--- src/rtl/evt_host_link.sv ---
// evt_host_link: UART host-link layer. Assembles event words into a FIFO,
// decodes host commands and serialises reports through a TX byte FIFO.
module evt_host_link #(
  parameter int         WORD_BYTES     = 4,
  parameter int         EVT_FIFO_DEPTH = 16,
  parameter int         TX_FIFO_DEPTH  = 8,
  parameter int         TIMEOUT_CLKS   = 1250,
  parameter logic [7:0] CFG_BYTE0      = 8'd20,
  parameter logic [7:0] CFG_BYTE1      = 8'd8
) (
  input  logic                    clk,
  input  logic                    rst_n,
  input  logic [7:0]              rx_data,
  input  logic                    rx_valid,
  output logic [7:0]              tx_data,
  output logic                    tx_valid,
  input  logic                    tx_busy,
  output logic [8*WORD_BYTES-1:0] evt_word,
  output logic                    evt_valid,
  input  logic                    evt_ready,
  input  logic [1:0]              gesture,
  input  logic                    gesture_valid,
  input  logic [3:0]              gesture_confidence,
  input  logic [7:0]              event_count,
  input  logic [3:0]              status_flags,
  output logic                    soft_rst,
  output logic [15:0]             drop_count,
  output logic [7:0]              resync_count,
  output logic [7:0]              tx_ovf_count
);
  localparam int WW  = 8 * WORD_BYTES;
  localparam int IXW = $clog2(WORD_BYTES + 1);
  localparam int EAW = $clog2(EVT_FIFO_DEPTH);
  localparam int TAW = $clog2(TX_FIFO_DEPTH);
  localparam int TOW = (TIMEOUT_CLKS > 1) ? $clog2(TIMEOUT_CLKS) : 1;
  localparam logic [TOW-1:0] TO_LAST =
    TOW'((TIMEOUT_CLKS > 0) ? TIMEOUT_CLKS - 1 : 0);

  typedef enum logic [1:0] {T_IDLE, T_WAIT_HI, T_WAIT_LO} tx_state_t;

  logic [IXW-1:0] r_idx;
  logic [WW-1:0]  r_word;
  logic [WW-1:0]  r_push_word;
  logic           r_push_pend;
  logic [TOW-1:0] r_idle;
  logic           r_soft;
  logic [15:0]    r_drop;
  logic [7:0]     r_resync;
  logic [7:0]     r_ovf;

  logic           w_cmd;
  logic           w_data;
  logic           w_last;
  logic           w_timeout;
  logic [WW-1:0]  w_word_nxt;

  assign w_cmd      = rx_valid && (r_idx == '0) && (rx_data[7:2] == 6'h3F);
  assign w_data     = rx_valid && !w_cmd;
  assign w_last     = (r_idx == IXW'(WORD_BYTES - 1));
  assign w_word_nxt = {r_word[WW-9:0], rx_data};
  assign w_timeout  = (TIMEOUT_CLKS != 0) && !rx_valid &&
                      (r_idx != '0) && (r_idle == TO_LAST);

  // Completed word is parked one cycle so a back-to-back byte can't corrupt it
  always_ff @(posedge clk or negedge rst_n) begin
    if (!rst_n) begin
      r_idx       <= '0;
      r_word      <= '0;
      r_push_word <= '0;
      r_push_pend <= 1'b0;
      r_idle      <= '0;
    end else if (r_soft) begin
      r_idx       <= '0;
      r_push_pend <= 1'b0;
      r_idle      <= '0;
    end else begin
      r_push_pend <= 1'b0;
      if (w_data) begin
        r_word <= w_word_nxt;
        if (w_last) begin
          r_idx       <= '0;
          r_push_pend <= 1'b1;
          r_push_word <= w_word_nxt;
        end else begin
          r_idx <= r_idx + IXW'(1);
        end
      end else if (w_timeout) begin
        r_idx <= '0;
      end
      if (rx_valid || (r_idx == '0) || w_timeout) r_idle <= '0;
      else r_idle <= r_idle + TOW'(1);
    end
  end

  always_ff @(posedge clk or negedge rst_n) begin
    if (!rst_n) r_soft <= 1'b0;
    else r_soft <= w_cmd && (rx_data[1:0] == 2'b00) && !r_soft;
  end

  logic [WW-1:0]  r_emem [EVT_FIFO_DEPTH];
  logic [EAW-1:0] r_ewp;
  logic [EAW-1:0] r_erp;
  logic [EAW:0]   r_ecnt;
  logic           w_efull;
  logic           w_epop;
  logic           w_epush;
  logic           w_edrop;

  assign evt_valid = (r_ecnt != '0);
  assign evt_word  = evt_valid ? r_emem[r_erp] : '0;
  assign w_efull   = (r_ecnt == (EAW+1)'(EVT_FIFO_DEPTH));
  assign w_epop    = evt_valid && evt_ready && !r_soft;
  assign w_epush   = r_push_pend && !r_soft && (!w_efull || w_epop);
  assign w_edrop   = r_push_pend && !r_soft && !w_epush;

  always_ff @(posedge clk) begin
    if (w_epush) r_emem[r_ewp] <= r_push_word;
  end

  always_ff @(posedge clk or negedge rst_n) begin
    if (!rst_n) begin
      r_ewp  <= '0;
      r_erp  <= '0;
      r_ecnt <= '0;
    end else if (r_soft) begin
      r_ewp  <= '0;
      r_erp  <= '0;
      r_ecnt <= '0;
    end else begin
      if (w_epush) r_ewp <= r_ewp + EAW'(1);
      if (w_epop) r_erp <= r_erp + EAW'(1);
      r_ecnt <= r_ecnt + (EAW+1)'(w_epush) - (EAW+1)'(w_epop);
    end
  end

  logic       r_g_pend;
  logic [7:0] r_g_b0;
  logic [7:0] r_g_b1;
  logic       r_c_pend;
  logic       r_c_two;
  logic [7:0] r_c_b0;
  logic [7:0] r_c_b1;
  logic       r_enq_busy;
  logic [7:0] r_enq_b1;

  logic [TAW:0] r_tcnt;
  logic [TAW:0] w_tfree;
  logic         w_tpush;
  logic [7:0]   w_tbyte;
  logic         w_g_take;
  logic         w_c_take;
  logic         w_ovf;
  logic         w_start2;
  logic [7:0]   w_b1;

  assign w_tfree = (TAW+1)'(TX_FIFO_DEPTH) - r_tcnt;

  // Gesture wins; a started 2-byte message owns the next write slot
  always_comb begin
    w_tpush  = 1'b0;
    w_tbyte  = r_enq_b1;
    w_g_take = 1'b0;
    w_c_take = 1'b0;
    w_ovf    = 1'b0;
    w_start2 = 1'b0;
    w_b1     = r_enq_b1;
    if (r_enq_busy) begin
      w_tpush = 1'b1;
    end else if (r_g_pend) begin
      w_g_take = 1'b1;
      if (w_tfree >= (TAW+1)'(2)) begin
        w_tpush  = 1'b1;
        w_tbyte  = r_g_b0;
        w_start2 = 1'b1;
        w_b1     = r_g_b1;
      end else begin
        w_ovf = 1'b1;
      end
    end else if (r_c_pend) begin
      w_c_take = 1'b1;
      if (w_tfree >= (r_c_two ? (TAW+1)'(2) : (TAW+1)'(1))) begin
        w_tpush  = 1'b1;
        w_tbyte  = r_c_b0;
        w_start2 = r_c_two;
        w_b1     = r_c_b1;
      end else begin
        w_ovf = 1'b1;
      end
    end
  end

  always_ff @(posedge clk or negedge rst_n) begin
    if (!rst_n) begin
      r_g_pend   <= 1'b0;
      r_g_b0     <= '0;
      r_g_b1     <= '0;
      r_c_pend   <= 1'b0;
      r_c_two    <= 1'b0;
      r_c_b0     <= '0;
      r_c_b1     <= '0;
      r_enq_busy <= 1'b0;
      r_enq_b1   <= '0;
    end else if (r_soft) begin
      r_g_pend   <= 1'b0;
      r_c_pend   <= 1'b0;
      r_enq_busy <= 1'b0;
    end else begin
      r_enq_busy <= w_start2;
      r_enq_b1   <= w_b1;
      if (w_g_take) r_g_pend <= 1'b0;
      if (gesture_valid) begin
        r_g_pend <= 1'b1;
        r_g_b0   <= {4'hA, 2'b00, gesture};
        r_g_b1   <= {gesture_confidence, event_count[7:4]};
      end
      if (w_c_take) r_c_pend <= 1'b0;
      if (w_cmd && (rx_data[1:0] != 2'b00)) begin
        r_c_pend <= 1'b1;
        case (rx_data[1:0])
          2'b11: begin
            r_c_two <= 1'b0;
            r_c_b0  <= 8'h55;
          end
          2'b10: begin
            r_c_two <= 1'b0;
            r_c_b0  <= {4'hB, status_flags};
          end
          default: begin
            r_c_two <= 1'b1;
            r_c_b0  <= CFG_BYTE0;
            r_c_b1  <= CFG_BYTE1;
          end
        endcase
      end
    end
  end

  logic [7:0]   r_tmem [TX_FIFO_DEPTH];
  logic [TAW-1:0] r_twp;
  logic [TAW-1:0] r_trp;
  tx_state_t    r_tst;
  tx_state_t    w_tst_nxt;
  logic         w_tpop;
  logic         r_tx_valid;
  logic [7:0]   r_tx_data;

  always_comb begin
    w_tst_nxt = r_tst;
    w_tpop    = 1'b0;
    unique case (r_tst)
      T_IDLE: begin
        if ((r_tcnt != '0) && !tx_busy) begin
          w_tpop    = 1'b1;
          w_tst_nxt = T_WAIT_HI;
        end
      end
      T_WAIT_HI: if (tx_busy) w_tst_nxt = T_WAIT_LO;
      T_WAIT_LO: if (!tx_busy) w_tst_nxt = T_IDLE;
      default: w_tst_nxt = T_IDLE;
    endcase
  end

  always_ff @(posedge clk) begin
    if (w_tpush && !r_soft) r_tmem[r_twp] <= w_tbyte;
  end

  always_ff @(posedge clk or negedge rst_n) begin
    if (!rst_n) begin
      r_twp      <= '0;
      r_trp      <= '0;
      r_tcnt     <= '0;
      r_tst      <= T_IDLE;
      r_tx_valid <= 1'b0;
      r_tx_data  <= '0;
    end else if (r_soft) begin
      r_twp      <= '0;
      r_trp      <= '0;
      r_tcnt     <= '0;
      r_tst      <= T_IDLE;
      r_tx_valid <= 1'b0;
    end else begin
      r_tst      <= w_tst_nxt;
      r_tx_valid <= w_tpop;
      if (w_tpop) r_tx_data <= r_tmem[r_trp];
      if (w_tpush) r_twp <= r_twp + TAW'(1);
      if (w_tpop) r_trp <= r_trp + TAW'(1);
      r_tcnt <= r_tcnt + (TAW+1)'(w_tpush) - (TAW+1)'(w_tpop);
    end
  end

  always_ff @(posedge clk or negedge rst_n) begin
    if (!rst_n) begin
      r_drop   <= '0;
      r_resync <= '0;
      r_ovf    <= '0;
    end else begin
      if (w_edrop && (r_drop != '1)) r_drop <= r_drop + 16'd1;
      if (w_timeout && !r_soft && (r_resync != '1))
        r_resync <= r_resync + 8'd1;
      if (w_ovf && !r_soft && (r_ovf != '1)) r_ovf <= r_ovf + 8'd1;
    end
  end

  assign tx_valid     = r_tx_valid;
  assign tx_data      = r_tx_data;
  assign soft_rst     = r_soft;
  assign drop_count   = r_drop;
  assign resync_count = r_resync;
  assign tx_ovf_count = r_ovf;
endmodule

--- config.mk ---
export PLATFORM = sky130hd
export DESIGN_NAME = evt_host_link
export DESIGN_NICKNAME = d
export VERILOG_FILES = /design/src/rtl/evt_host_link.sv
export SDC_FILE = /design/constraint.sdc
export NUM_CORES = 1
export LEC_CHECK = 0
export CAP_MARGIN = 10
export CORE_MARGIN = 3
export CORE_UTILIZATION = 35
export DETAILED_ROUTE_END_ITERATION = 6
export HOLD_SLACK_MARGIN = 0.02
export SETUP_SLACK_MARGIN = 0.1
export SLEW_MARGIN = 10
export SYNTH_ARGS = -nofsm -noshare
export SYNTH_HDL_FRONTEND = slang
export SYNTH_SLANG_ARGS = --single-unit
--- constraint.sdc ---
create_clock -name clk -period 11.5 [get_ports clk]
set_input_delay 2.3 -clock clk [delete_from_list [all_inputs] [get_ports clk]]
set_output_delay 2.3 -clock clk [all_outputs]
set_load 0.02 [all_outputs]
# Word level (Yosys, flattened, before mapping)
# Memory sizes are Yosys's and may differ from the RTL's. A register that Yosys moved wholly into a read port is not among the register bits.
# Cells that the tools add are included.
# op_classes
n_eq_ne	15
add_sub_neg	14
n_reduce_logical	55
bitwise	3
n_lt_le_gt_ge	2
n_mux	70
# op_table
op	n
8-bit 2-to-1 mux	9
1-bit 2-to-1 mux	37
32-bit 2-to-1 mux	1
3-bit 2-to-1 mux	8
11-bit 2-to-1 mux	2
1-bit logical AND	20
4-bit 2-to-1 mux	5
16-bit by 1-bit adder with 16-bit output (second input constant)	1
8-bit by 1-bit adder with 8-bit output (second input constant)	2
16-bit inequality test (second input constant)	1
8-bit inequality test (second input constant)	2
8-bit one-hot mux with 2 select lines	1
2-bit nonzero test	7
3-bit nonzero test	4
11-bit by 1-bit adder with 11-bit output (second input constant)	1
11-bit equality test (second input constant)	1
2-bit 2-to-1 mux	5
3-bit by 1-bit adder with 3-bit output (second input constant)	3
3-bit inequality test (second input constant)	3
3-bit AND reduction	3
4-bit by 1-bit adder with 4-bit output (second input constant)	2
2-bit AND reduction	4
1-bit logical NOT	7
2-bit equality test (second input constant)	3
22 further kinds	27
# totals
in_bits	32
register_bits	162
elab_cells	187
out_inout_bits	75
memories	2
ramBits	576
# memory_table
name	words	word_bits	rd	rd_clocked_by_memory_dff	write_ports	line_no	source
r_emem	16	32	1	0	1	100	logic [WW-1:0] r_emem [EVT_FIFO_DEPTH];
r_tmem	8	8	1	1	1	238	logic [7:0] r_tmem [TX_FIFO_DEPTH];

# Depth between registers and ports, before layout
# depth
ltp_word	9
ltp_mapped	15
depth_no_buf	15

# Worst setup path before layout
# OpenSTA, ideal clock, no wires.
# synth_path
path_kind	in2reg
from	in evt_ready
to	mem r_emem[3][0] (netlist name) (enable)
path_buffers	0
arrival_ps	5675
t_required_ps	10998
slack_ps	5323
setup_time_ps	502
cell_stages	4
path_cell_list	nand2b_1 nand3_1 nand2_1 nor4_1
# synth_between
elab_chain_len	6
# synth_lines
element	line_no	source
start, declared	20	input logic evt_ready,
1-bit logical AND (2 in series)	112	assign w_epop = evt_valid && evt_ready && !r_soft;
1-bit logical OR	113	assign w_epush = r_push_pend && !r_soft && (!w_efull || w_epop);
1-bit logical AND	113	
1-bit 2-to-1 mux	117	if (w_epush) r_emem[r_ewp] <= r_push_word;
1-bit 2-to-1 mux (not written as such)	117	
end, declared	100	
# Every way passes these cells.

# Worst setup path after layout
# layout_path
from	reg r_erp[0]
to	out evt_word[9]
# layout_between
elab_chain_len	2
# layout_lines
element	line_no	source
start, declared	102	logic [EAW-1:0] r_erp;
start signal, assigned	131	if (w_epop) r_erp <= r_erp + EAW'(1);
memory read 16 x 32 bit	n/a	
32-bit 2-to-1 mux	110	assign evt_word = evt_valid ? r_emem[r_erp] : '0;
end, declared	18	output logic [8*WORD_BYTES-1:0] evt_word,
# Every way passes these cells.

==> metrics list <==
- Worst-case clock buffer depth: 3
* Slowest Stage Delay on Critical Path: ~0.84 ns
- Antenna Nets Post-Route: 0
* Count of port buffers added during placement: 102
- Setup-failing EPs final: 0
- Dividing the final minimum period by the clock period gives a little over three fifths.
- The post-route netlist has 22.1% of its cells at a drive strength greater than 1.
- In the routed design, unresolved DRC markers number 0.
* Antenna diode instance count: 0
- In this run the count of I/O pins placed on the die edge is approximately 110.
- Number of enable-type register cells in the synthesized netlist: 576
- The first routing iteration left 1252 violations.
- The worst setup path is of the flop to output pin kind.
- Net count after synthesis: ~1600
- Shortest clock period the worst path allows after layout: 7.18 ns
* Post-route setup TNS: 0 ns
- Signal arrival time at the worst endpoint: 4.88 ns
- Summing over every cut layer, the via total after detailed routing is 14600.
- OpenSTA, run right after detailed placement, puts the worst setup slack at 4.80 ns.
- CTS saw ~750 sinks.
- Along the worst path, the maximum fanout reaches 43.
- The placed instances occupy a cell area of ~32000 µm².
* Total of flip-flops plus latches after synthesis: 745
- Clock-pin slew was measured on the worst setup and hold paths at 0.06 ns.
- Cell area after layout: between 30000 and 40000 µm²
- The die covers 88400 µm².
- The slowest stage of the critical path belongs to the cell buf_4.
- Vias in the first global route: around 15000
* Area used by sequential logic in the layout: 21500 µm²
- Number of maximum-capacitance constraint violations: 0
- Final Hold Violating Endpoints: 0
* Total of warnings raised by yosys: 0
* Total area of multi-input combinational cells: 7780 µm²
- Residual overflow from global routing: 0
- Max Clk Rate: 139 MHz
- Final-layout fill cell count: 7400
- The synthesized netlist devotes 1.48% of its cell area to compound gates.
- Counting flops with an async set or reset pin after synthesis yields a share of 22.7%.
- The share of synthesized area in the top cell type comes to 58.3%.
* Area share of xor/xnor cells in the synthesized design: 1.39%
- Worst min-delay path class: flop to flop
* Total routed wirelength: 65300 µm
* Least setup slack across all paths after layout: 4.32 ns
- Core Box Area: 83800 µm²
- Vertical extent of the die: a little under 300 µm
- The number of different library cells used by synthesis comes to 55.
- Type of element capturing the critical path: output pin
- Number of cells on the worst hold path: 1
- In the global route stage, overall resource usage came out at 14.8%.
- Synth top area cells: edfxtp_1 (58%), dfrtp_1 (14%), mux4_2 (13%), mux2_1 (1.9%), ha_1 (1.2%)
* Post-synth design cell area: 29700 µm²
* Master cell of the clock root buffer: clkbuf_16
- Compared with the post-synthesis result, the final layout area differs by 17.3%.
* Power per cell area: 255 nW/µm²
* Reg-to-Reg Start: r_ecnt[2]
* Router iterations before antenna repair: 6
* Total instance count after detailed placement: ~2700
* Cells after synthesis: 1527
- Hold is met by between 0.4 and 0.5 ns.
- The congestion estimate from routability-driven global placement came to around 0.75.
* Crit path required time: 9.20 ns
- Detailed-placement wirelength estimate: 34500 µm
* Sum of buffers and inverters on the critical path: 3
* Leading area contributor after synthesis: edfxtp_1
- The average instance in the mapped netlist occupies between 15 and 20 µm².
* Clock tree from TritonCTS: built
- After Yosys synthesis, full adders, half adders and majority gates account for roughly 1.4% of the synthesized area.
* Post-synthesis mux area share: 17.2%
- Setup slack of the worst register-to-register path: 7.71 ns
- The number of cells on the worst reg-to-reg path is 13.
- Endpoint, Worst Hold: r_c_b1[3]
- Post-CTS repair changed the size of 0 cells.
- Number of standard-cell rows in the floorplan: 106
- Sequential fraction of the synthesis area: around 73%
* Combinational family with the most area after synthesis: multiplexers
- Initial core utilization: 35.4%
- The startpoint identified for the worst hold timing path is r_c_b1[3].
* CTS H-tree depth: 3
- Status: finished, final reports clean
* RSZ-0062 raised after global routing: false
- The initial antenna violation count is 1.
- Horizontal extent of the die: about 300 µm
- Leading cell types in the layout, fill and taps excluded: edfxtp_1 (576), mux4_2 (176), dfrtp_1 (164)
- Via density per instance: 5.08
- Leading cell type in the layout, fill and taps excluded: edfxtp_1
- Transition at the pin with the smallest max-transition slack: about 1.2 ns
* Max-slew violations: 0
- Traced cell by cell, the critical path runs through buf_4, buf_4, mux4_2, mux4_2, and2_1, clkdlybuf4s50_1.
- The kind of cell with the highest combined delay along the critical path is buffers and inverters.
- In this run the post-CTS setup repair buffer count came out at 0.
* # hold bufs at CTS: 0
- Capturing point of the worst reg2reg path: r_ecnt[4]
- Leakage power: 0.0120 µW
* Nature of the critical path startpoint: flop
- Leading register cell type out of synthesis: edfxtp_1
- Headroom to the max-slew limit came out at around a fifth.
* Total CTS buffers: 79
- The finished layout holds 2877 standard cells, fillers aside.
- Across the VDD grid, the largest voltage drop is 119 µV.
* Final layout net count: 1740
* Largest net degree at the start of global routing: 109
- First-pass GRT wire length: 98500 µm
- The clock arrives with ~0.064 ns of skew.
* Clock network latency to the later pin of the worst-skew pair: 0.64 ns
* Area fraction in and, or, nand and nor cells after synthesis: 4.43%
- Avg WL per Cell: around 23 µm
## logic make-up (layout without fill, tap and decap cells)
family | Yosys count | after routing
flops | 745 | 745
fa+ha+maj | 31 | 31
compound gates | 67 | 67
xor+xnor | 47 | 47
buf+inv | 105 | 321
mux | 280 | 280
simple gates | 252 | 252
## per-stage QoR
stage / total power (µW) / utilization, %
finish: 8880 / 41.6
global route: 9320 / 41.6
CTS: 9000 / 41.6
detailed placement: 6420 / 38.4
global placement: 6340 / 38.3
floorplan: 5520 / -
## layer usage
| layer | GRT usage (%) | vias up | wire length (µm) |
|---|---|---|---|
| met1 | 21.2 | 7815 | 29400 |
| li1 | - | 6357 | - |
| met5 | 0 | - | 0 |
| met3 | 3.17 | 57 | 4030 |
| met2 | 23.5 | 399 | 31100 |
| met4 | 3.02 | 0 | 809 |
## report_power, final
group          leakage (µW)  switching [µW]  internal [µW]
Sequential          0.00732             481           3490
Combinational       0.00334            1130           1210
Clock               0.00130            1080           1490
Total                0.0120            2690           6180
## flip-flops by register name (all words and copies together), names as in the netlist, 7 cells and up
register	count
drop_count	16
r_c_b0	7
r_emem	512
r_enq_b1	8
r_g_b1	8
r_idle	11
r_push_word	32
r_tmem	64
r_word	24
resync_count	8
tx_data	8
tx_ovf_count	8
## area by class of cell
type	count	area share [%]
Multi-Input combinational cell	677	22.3
Sequential cell	745	61.8
Inverter	39	0.420
Clock inverter	43	1.48
Timing Repair Buffer	135	3.65
Tap cell	1134	4.07
Clock buffer	104	6.21
## worst max path at each step
stage	endpoint	from	slack [ns]	cells after the start
2_1_floorplan	r_emem[3][0]	evt_ready	5.32	4
3_3_place_gp	evt_word[9]	r_erp[0]	4.81	6
3_5_place_dp	evt_word[9]	r_erp[0]	4.80	6
4_1_cts	evt_word[9]	r_erp[0]	4.11	6
5_1_grt	evt_word[9]	r_erp[0]	3.92	6
6_report	evt_word[9]	r_erp[0]	4.32	6
## cell usage after synthesis, types with 24 or more instances
cell and number:
edfxtp_1 576, mux4_2 176, dfrtp_1 169, nor2_1 53, mux2_1 50, nand2_1 44
inv_1 37, and2_1 34, clkbuf_1 33, mux2i_1 31, ha_1 29, nand3_1 24
xnor2_1 24
Note: power is estimated with default switching activity, not from simulation.
